--- src/rtl/cu_issue_if.sv ---
// Instruction handshake between the program sequencer and the CU issue stage.
interface cu_issue_if #(
  parameter int unsigned INSTR_WIDTH = 32
);
  logic                   instr_valid;
  logic [INSTR_WIDTH-1:0] instr;
  logic                   instr_ready;

  modport master (output instr_valid, output instr, input instr_ready);
  modport slave  (input instr_valid, input instr, output instr_ready);
endinterface

--- src/rtl/cu_issue_ctrl.sv ---
// CU issue stage: decodes instruction words into E/W-stage ps_* control buses,
// applies a one-bubble RAW interlock and accumulates per-unit sticky flags into astat.
module cu_issue_ctrl #(
  parameter int unsigned INSTR_WIDTH   = 32,
  parameter int unsigned ADDRESS_WIDTH = 4,
  parameter int unsigned SIGNAL_WIDTH  = 3
) (
  input  logic                     clk,
  input  logic                     reset,
  cu_issue_if.slave                in_if,
  output logic                     ps_alu_en,
  output logic                     ps_alu_log,
  output logic                     ps_alu_sat,
  output logic [1:0]               ps_alu_hc,
  output logic [2:0]               ps_alu_sc,
  output logic                     ps_mul_en,
  output logic                     ps_mul_otreg,
  output logic [3:0]               ps_mul_dtsts,
  output logic [1:0]               ps_mul_cls,
  output logic [1:0]               ps_mul_sc,
  output logic                     ps_shf_en,
  output logic [1:0]               ps_shf_cls,
  output logic [ADDRESS_WIDTH-1:0] ps_xb_raddx,
  output logic [ADDRESS_WIDTH-1:0] ps_xb_raddy,
  output logic [ADDRESS_WIDTH-1:0] ps_xb_wadd,
  output logic [SIGNAL_WIDTH-1:0]  ps_xb_w_cuEn,
  output logic                     ps_xb_w_bcEn,
  input  logic                     alu_ps_az,
  input  logic                     alu_ps_an,
  input  logic                     alu_ps_ac,
  input  logic                     alu_ps_av,
  input  logic                     mul_ps_mv,
  input  logic                     mul_ps_mn,
  input  logic                     shf_ps_sv,
  input  logic                     shf_ps_sz,
  output logic [7:0]               astat,
  output logic                     illegal_op
);

  localparam logic [1:0] UNIT_ALU = 2'b01;
  localparam logic [1:0] UNIT_MUL = 2'b10;
  localparam logic [1:0] UNIT_SHF = 2'b11;
  localparam logic [2:0] MISC_NOP = 3'b000;
  localparam logic [2:0] MISC_BCW = 3'b001;

  typedef struct packed {
    logic                     alu_en;
    logic                     alu_log;
    logic                     alu_sat;
    logic [1:0]               alu_hc;
    logic [2:0]               alu_sc;
    logic                     mul_en;
    logic                     mul_otreg;
    logic [3:0]               mul_dtsts;
    logic [1:0]               mul_cls;
    logic [1:0]               mul_sc;
    logic                     shf_en;
    logic [1:0]               shf_cls;
    logic [ADDRESS_WIDTH-1:0] raddx;
    logic [ADDRESS_WIDTH-1:0] raddy;
    logic [ADDRESS_WIDTH-1:0] rn;
    logic [2:0]               wr_cu;
    logic                     bc_wr;
    logic                     illegal;
  } e_stage_t;

  typedef struct packed {
    logic [ADDRESS_WIDTH-1:0] wadd;
    logic [2:0]               cu_en;
    logic                     bc_en;
    logic                     illegal;
    logic                     upd_alu;
    logic                     upd_mul;
    logic                     upd_shf;
  } w_stage_t;

  e_stage_t e_q, e_d;
  w_stage_t w_q, w_d;
  logic [7:0] astat_q, astat_d;
  logic       rdy_en_q, rdy_en_d;

  logic [INSTR_WIDTH-1:0]   instr_w;
  logic [1:0]               unit;
  logic [ADDRESS_WIDTH-1:0] f_rn, f_rx, f_ry;
  logic                     e_writes, hazard, accept;
  logic                     unused_rsvd;

  assign instr_w     = in_if.instr;
  assign unit        = instr_w[31:30];
  assign f_rn        = ADDRESS_WIDTH'(instr_w[11:8]);
  assign f_rx        = ADDRESS_WIDTH'(instr_w[7:4]);
  assign f_ry        = ADDRESS_WIDTH'(instr_w[3:0]);
  assign unused_rsvd = ^instr_w[18:12];

  // RAW interlock: MISC ops carry no source operands.
  assign e_writes = (|e_q.wr_cu) | e_q.bc_wr;
  assign hazard   = in_if.instr_valid && (unit != 2'b00) && e_writes &&
                    ((f_rx == e_q.rn) || (f_ry == e_q.rn));
  assign in_if.instr_ready = rdy_en_q & ~hazard;
  assign accept   = in_if.instr_valid & in_if.instr_ready;
  assign rdy_en_d = 1'b1;

  // Decode into the E register; a non-accepted cycle becomes a bubble.
  always_comb begin
    e_d = '0;
    if (accept) begin
      e_d.rn = f_rn;
      case (unit)
        UNIT_ALU: begin
          e_d.alu_en  = 1'b1;
          e_d.alu_sc  = instr_w[29:27];
          e_d.alu_hc  = instr_w[26:25];
          e_d.alu_log = instr_w[24];
          e_d.alu_sat = instr_w[23];
          e_d.raddx   = f_rx;
          e_d.raddy   = f_ry;
          e_d.wr_cu   = 3'b001;
        end
        UNIT_MUL: begin
          e_d.mul_en    = 1'b1;
          e_d.mul_sc    = instr_w[28:27];
          e_d.mul_cls   = instr_w[26:25];
          e_d.mul_otreg = instr_w[24];
          e_d.mul_dtsts = instr_w[22:19];
          e_d.raddx     = f_rx;
          e_d.raddy     = f_ry;
          e_d.wr_cu     = instr_w[24] ? 3'b000 : 3'b010;
        end
        UNIT_SHF: begin
          e_d.shf_en  = 1'b1;
          e_d.shf_cls = instr_w[28:27];
          e_d.raddx   = f_rx;
          e_d.raddy   = f_ry;
          e_d.wr_cu   = 3'b100;
        end
        default: begin
          if (instr_w[29:27] == MISC_BCW) e_d.bc_wr = 1'b1;
          else if (instr_w[29:27] != MISC_NOP) e_d.illegal = 1'b1;
        end
      endcase
    end
  end

  always_comb begin
    w_d         = '0;
    w_d.wadd    = e_q.rn;
    w_d.cu_en   = e_q.wr_cu;
    w_d.bc_en   = e_q.bc_wr;
    w_d.illegal = e_q.illegal;
    w_d.upd_alu = e_q.alu_en;
    w_d.upd_mul = e_q.mul_en;
    w_d.upd_shf = e_q.shf_en;
  end

  // Flags of the unit in W are captured at the end of that cycle.
  always_comb begin
    astat_d = astat_q;
    if (w_q.upd_alu) astat_d[3:0] = {alu_ps_av, alu_ps_ac, alu_ps_an, alu_ps_az};
    if (w_q.upd_mul) astat_d[5:4] = {mul_ps_mn, mul_ps_mv};
    if (w_q.upd_shf) astat_d[7:6] = {shf_ps_sz, shf_ps_sv};
  end

  always_ff @(posedge clk or negedge reset) begin
    if (!reset) begin
      e_q      <= '0;
      w_q      <= '0;
      astat_q  <= '0;
      rdy_en_q <= 1'b0;
    end else begin
      e_q      <= e_d;
      w_q      <= w_d;
      astat_q  <= astat_d;
      rdy_en_q <= rdy_en_d;
    end
  end

  assign ps_alu_en    = e_q.alu_en;
  assign ps_alu_log   = e_q.alu_log;
  assign ps_alu_sat   = e_q.alu_sat;
  assign ps_alu_hc    = e_q.alu_hc;
  assign ps_alu_sc    = e_q.alu_sc;
  assign ps_mul_en    = e_q.mul_en;
  assign ps_mul_otreg = e_q.mul_otreg;
  assign ps_mul_dtsts = e_q.mul_dtsts;
  assign ps_mul_cls   = e_q.mul_cls;
  assign ps_mul_sc    = e_q.mul_sc;
  assign ps_shf_en    = e_q.shf_en;
  assign ps_shf_cls   = e_q.shf_cls;
  assign ps_xb_raddx  = e_q.raddx;
  assign ps_xb_raddy  = e_q.raddy;
  assign ps_xb_wadd   = w_q.wadd;
  assign ps_xb_w_cuEn = SIGNAL_WIDTH'(w_q.cu_en);
  assign ps_xb_w_bcEn = w_q.bc_en;
  assign illegal_op   = w_q.illegal;
  assign astat        = astat_q;

endmodule

--- src/flat_wrapper.sv ---
// flat-port wrapper written by rule: the top's interface ports become plain ports
module cu_issue_ctrl_flat 
#(
  parameter int unsigned INSTR_WIDTH   = 32,
  parameter int unsigned ADDRESS_WIDTH = 4,
  parameter int unsigned SIGNAL_WIDTH  = 3
)
  (clk, reset, ps_alu_en, ps_alu_log, ps_alu_sat, ps_alu_hc, ps_alu_sc, ps_mul_en, ps_mul_otreg, ps_mul_dtsts, ps_mul_cls, ps_mul_sc, ps_shf_en, ps_shf_cls, ps_xb_raddx, ps_xb_raddy, ps_xb_wadd, ps_xb_w_cuEn, ps_xb_w_bcEn, alu_ps_az, alu_ps_an, alu_ps_ac, alu_ps_av, mul_ps_mv, mul_ps_mn, shf_ps_sv, shf_ps_sz, astat, illegal_op, in_if_instr_valid, in_if_instr, in_if_instr_ready);
  cu_issue_if #(.INSTR_WIDTH(INSTR_WIDTH)) in_if_i ();
  input  logic clk;
  input  logic reset;
  output logic ps_alu_en;
  output logic ps_alu_log;
  output logic ps_alu_sat;
  output logic [1:0] ps_alu_hc;
  output logic [2:0] ps_alu_sc;
  output logic ps_mul_en;
  output logic ps_mul_otreg;
  output logic [3:0] ps_mul_dtsts;
  output logic [1:0] ps_mul_cls;
  output logic [1:0] ps_mul_sc;
  output logic ps_shf_en;
  output logic [1:0] ps_shf_cls;
  output logic [ADDRESS_WIDTH-1:0] ps_xb_raddx;
  output logic [ADDRESS_WIDTH-1:0] ps_xb_raddy;
  output logic [ADDRESS_WIDTH-1:0] ps_xb_wadd;
  output logic [SIGNAL_WIDTH-1:0] ps_xb_w_cuEn;
  output logic ps_xb_w_bcEn;
  input  logic alu_ps_az;
  input  logic alu_ps_an;
  input  logic alu_ps_ac;
  input  logic alu_ps_av;
  input  logic mul_ps_mv;
  input  logic mul_ps_mn;
  input  logic shf_ps_sv;
  input  logic shf_ps_sz;
  output logic [7:0] astat;
  output logic illegal_op;
  input wire logic [$bits(in_if_i.instr_valid)-1:0] in_if_instr_valid;
  input wire logic [$bits(in_if_i.instr)-1:0] in_if_instr;
  output wire logic [$bits(in_if_i.instr_ready)-1:0] in_if_instr_ready;
  assign in_if_i.instr_valid = in_if_instr_valid;
  assign in_if_i.instr = in_if_instr;
  assign in_if_instr_ready = in_if_i.instr_ready;
  cu_issue_ctrl #(.INSTR_WIDTH(INSTR_WIDTH), .ADDRESS_WIDTH(ADDRESS_WIDTH), .SIGNAL_WIDTH(SIGNAL_WIDTH)) u_core (.clk(clk), .reset(reset), .in_if(in_if_i), .ps_alu_en(ps_alu_en), .ps_alu_log(ps_alu_log), .ps_alu_sat(ps_alu_sat), .ps_alu_hc(ps_alu_hc), .ps_alu_sc(ps_alu_sc), .ps_mul_en(ps_mul_en), .ps_mul_otreg(ps_mul_otreg), .ps_mul_dtsts(ps_mul_dtsts), .ps_mul_cls(ps_mul_cls), .ps_mul_sc(ps_mul_sc), .ps_shf_en(ps_shf_en), .ps_shf_cls(ps_shf_cls), .ps_xb_raddx(ps_xb_raddx), .ps_xb_raddy(ps_xb_raddy), .ps_xb_wadd(ps_xb_wadd), .ps_xb_w_cuEn(ps_xb_w_cuEn), .ps_xb_w_bcEn(ps_xb_w_bcEn), .alu_ps_az(alu_ps_az), .alu_ps_an(alu_ps_an), .alu_ps_ac(alu_ps_ac), .alu_ps_av(alu_ps_av), .mul_ps_mv(mul_ps_mv), .mul_ps_mn(mul_ps_mn), .shf_ps_sv(shf_ps_sv), .shf_ps_sz(shf_ps_sz), .astat(astat), .illegal_op(illegal_op));
endmodule
--- config.mk ---
export PLATFORM = sky130hd
export DESIGN_NAME = cu_issue_ctrl_flat
export DESIGN_NICKNAME = d
export VERILOG_FILES = /design/src/rtl/cu_issue_if.sv /design/src/rtl/cu_issue_ctrl.sv /design/src/flat_wrapper.sv
export SDC_FILE = /design/constraint.sdc
export NUM_CORES = 1
export LEC_CHECK = 0
export BUFFER_PORTS_ARGS = -buffer_cell sky130_fd_sc_hd__buf_4
export CORE_UTILIZATION = 45
export DETAILED_ROUTE_END_ITERATION = 6
export PLACE_DENSITY = 0.75
export SYNTH_ARGS = -nofsm -noshare
export SYNTH_HDL_FRONTEND = slang
export SYNTH_SLANG_ARGS = --single-unit
--- constraint.sdc ---
create_clock -name clk -period 2.7 [get_ports clk]
set_input_delay 0.135 -clock clk [delete_from_list [all_inputs] [get_ports clk]]
set_output_delay 0.135 -clock clk [all_outputs]
set_load 0.03 [all_outputs]
==> results.toml <==
[drt]
dr.pass1.iters = 4
drc = 0
ant_nets = 0
vias = 1391
via_per_inst = 4.50
drtIter0Drc = 78
wl_per_cell_um = 13.2
route.final.wire_length_um = 4090

[grt]
grt_max_degree = 58
antenna_found_initial = 0
overflow = 0
grt_use_total_pct = 16.7
grt_pass1_wl_um = 6240
grt_pass1_vias = 1334

[pwr]
power_frac_seq_pct = 47.3
pwr-share-comb_pct = 14.5
clock_power_share_pct = 38.2
ir_drop_mv = 0.413
power_per_cell_area_nw_per_um2 = 662
p_switching_uw = 478
power.total_mw = 1.95
p_leak_nw = 1.49
power.internal_mw = 1.48
swShare_pct = 24.5

[layout]
multiInputGateArea_um2 = 594
final_area_um2 = 2950
final_common_cell = "buf_4"
fin_util_pct = 61.2
fillers = 423
drive_gt1_share_pct = 48.8
syn_to_final_growth_pct = 27.6
final_net_count = 280
antennaDiodeCount = 0
mostFrequentLayoutCells = "82 x buf_4, 57 x dfrtp_1, 18 x nor2_1"
regArea_um2 = 1430

[synthesis]
synth.cell_area_um2 = 2310
yosysWarnings = 0
yosys.area.top_type = "dfrtp_1"
synth_seq_cells = 57
synth_seq_area_share_pct = 61.7
synth_nets = 221
postSynthCellCount = 178
synthTopCellsByArea = "dfrtp_1 62%, buf_4 9.7%, nor3b_2 5.4%"
synth.distinct_cells = 20
syn_area_per_cell_um2 = 13.0
synth_top_cell_area_share_pct = 61.7

[setup_path]
max_stage_delay_ps = 490
cp.depth = 5
rr_worst_depth = 5
endpoint_kind = "output port"
cp.buffers_inverters = 1
crit_path_start_kind = "register"
crit_arrival_ps = 1890
crit_slowest_cell = "a21oi_4"
worstPathCellList = "xnor2_1 > nand4_1 > a21oi_4 > nor2b_1 > buf_4"
worst-path-max-fanout = 15
critPathKind = "register to output port"
required_ps = 2570
path_delay_family = "compound AO/OA/AOI/OAI gates"
reg2reg_slack_ps = 980

[clock_tree]
cts_made_buffers = 9
cts_setup_buffers = 0
cts_root_buf = "clkbuf_8"
cts_resized = 0
cts_tree = "yes"
clk_latency_ps = 320
cts.sinks = 57
ctsHoldBuffers = 2
cts.path.max_buffers = 2
h-tree-depth = 3
clkTransAtPathRegs_ps = 60

[hold_path]
worstHoldPathCells = 3
hold_class = "input pin to register"

[die]
die-width_um = 73.7
core_region_area_um2 = 4820
row_count = 25
initial_utilization_pct = 48.0
die_h_um = 73.7
design.die.area_um2 = 5430
num_io_pins = 90

[placement]
io_buffers = 82
place_area_um2 = 2740
hpwl_um = 2910
globalplace.congestion = 0.698

[sta]
finalSetupViolCount = 0
hold_violations = 0
slew_viol_final = 0
relSlewSlack_pct = 54.7
fmax_ghz = 0.493
timing.final.crit_period_ps = 2030
tns_ps = 0
worst_slew_pin_slew_ps = 680
rsz0062_at_grt = "no"
layout_worst_path_cycle_share_pct = 75.1
finalClockSkew_ps = 5.97

[outcome]
status = "complete, no violations"

[flow_run]
max_cap_viol_count = 0
final timing paths:
check / from / endpoint
worst max-delay path: u_core.e_q[7]$_DFF_PN0_ / in_if_instr_ready
worst min-delay path: in_if_instr[22] / u_core.ps_mul_dtsts[3]$_DFF_PN0_
worst max register to register: u_core.e_q[7]$_DFF_PN0_ / u_core.ps_shf_cls[0]$_DFF_PN0_
worst min register to register: u_core.e_q[0]$_DFF_PN0_ / u_core.illegal_op$_DFF_PN0_
max in group asynchronous: reset / u_core.ps_alu_hc[0]$_DFF_PN0_
min in group asynchronous: reset / u_core.ps_mul_dtsts[1]$_DFF_PN0_
area by class of cell:
type | instances | share of cell area (%)
well taps | 67 | 2.84
clock buffers | 13 | 5.05
repair buffers | 85 | 22.2
flip-flops and latches | 57 | 48.4
clock inverters | 3 | 1.36
multi-input cells | 84 | 20.2
power groups by stage:
stage                     Combinational, mW  Sequential [mW]  Clock, mW
after floorplan                       0.110            0.994          0
after global placement                0.281            0.938          0
after detailed placement              0.284            0.939          0
after CTS                             0.287            0.924      0.772
after global routing                  0.302            0.928      0.815
final                                 0.283            0.923      0.746
worst reg2reg max path, delay by kind of cell (launching register included):
kind | cells | cell delay, ps
buffers and inverters | 1 | 240
flip-flops | 1 | 420
AO/OA/AOI/OAI | 1 | 490
AND/OR/NAND/NOR | 2 | 270
XOR/XNOR | 1 | 180
Yosys cell counts, drive strengths merged:
library cell   n
conb           1
xnor2          8
nor3b         15
or2            2
o41ai          1
nor2b          1
o21a           1
mux2           8
nand3          9
a21oi          1
nand4          2
dfrtp         57
nor2          18
nor3           7
nand2         10
buf           37
stage by stage:
stage               cells  hold slack [ps]  setup slack (ps)
floorplan             178             -161              1090
global placement      291              222              1000
detailed placement    291              229              1000
CTS                   309             18.5               658
global route          309             9.91               558
finish                309             34.3               672
sequential cells by signal, indices dropped and copies added, names as in the netlist, 2 cells and up:
signal               cells
u_core.e_q               9
u_core.astat             8
u_core.ps_mul_dtsts      4
u_core.ps_xb_raddx       4
u_core.ps_xb_raddy       4
u_core.ps_xb_wadd        4
u_core.ps_alu_sc         3
u_core.ps_xb_w_cuEn      3
u_core.ps_alu_hc         2
u_core.ps_mul_cls        2
u_core.ps_mul_sc         2
u_core.ps_shf_cls        2
u_core.w_q               2
logic make-up after synthesis:
logic type	synth area share [%]
AO/OA/AOI/OAI	2.22
XOR/XNOR	3.03
buffers and inverters	12.6
flip-flops	61.7
multiplexers	3.90
other	0.162
AND/OR/NAND/NOR	16.4
routing by layer:
metal | wire [um] | up-vias | track usage [%]
met5 | 0 | - | 0
met4 | 120 | 0 | 12.2
met3 | 294 | 10 | 6.45
met2 | 1910 | 59 | 24.3
met1 | 1770 | 653 | 20.2
li1 | - | 669 | -
Power figures use the tool's default switching activity.
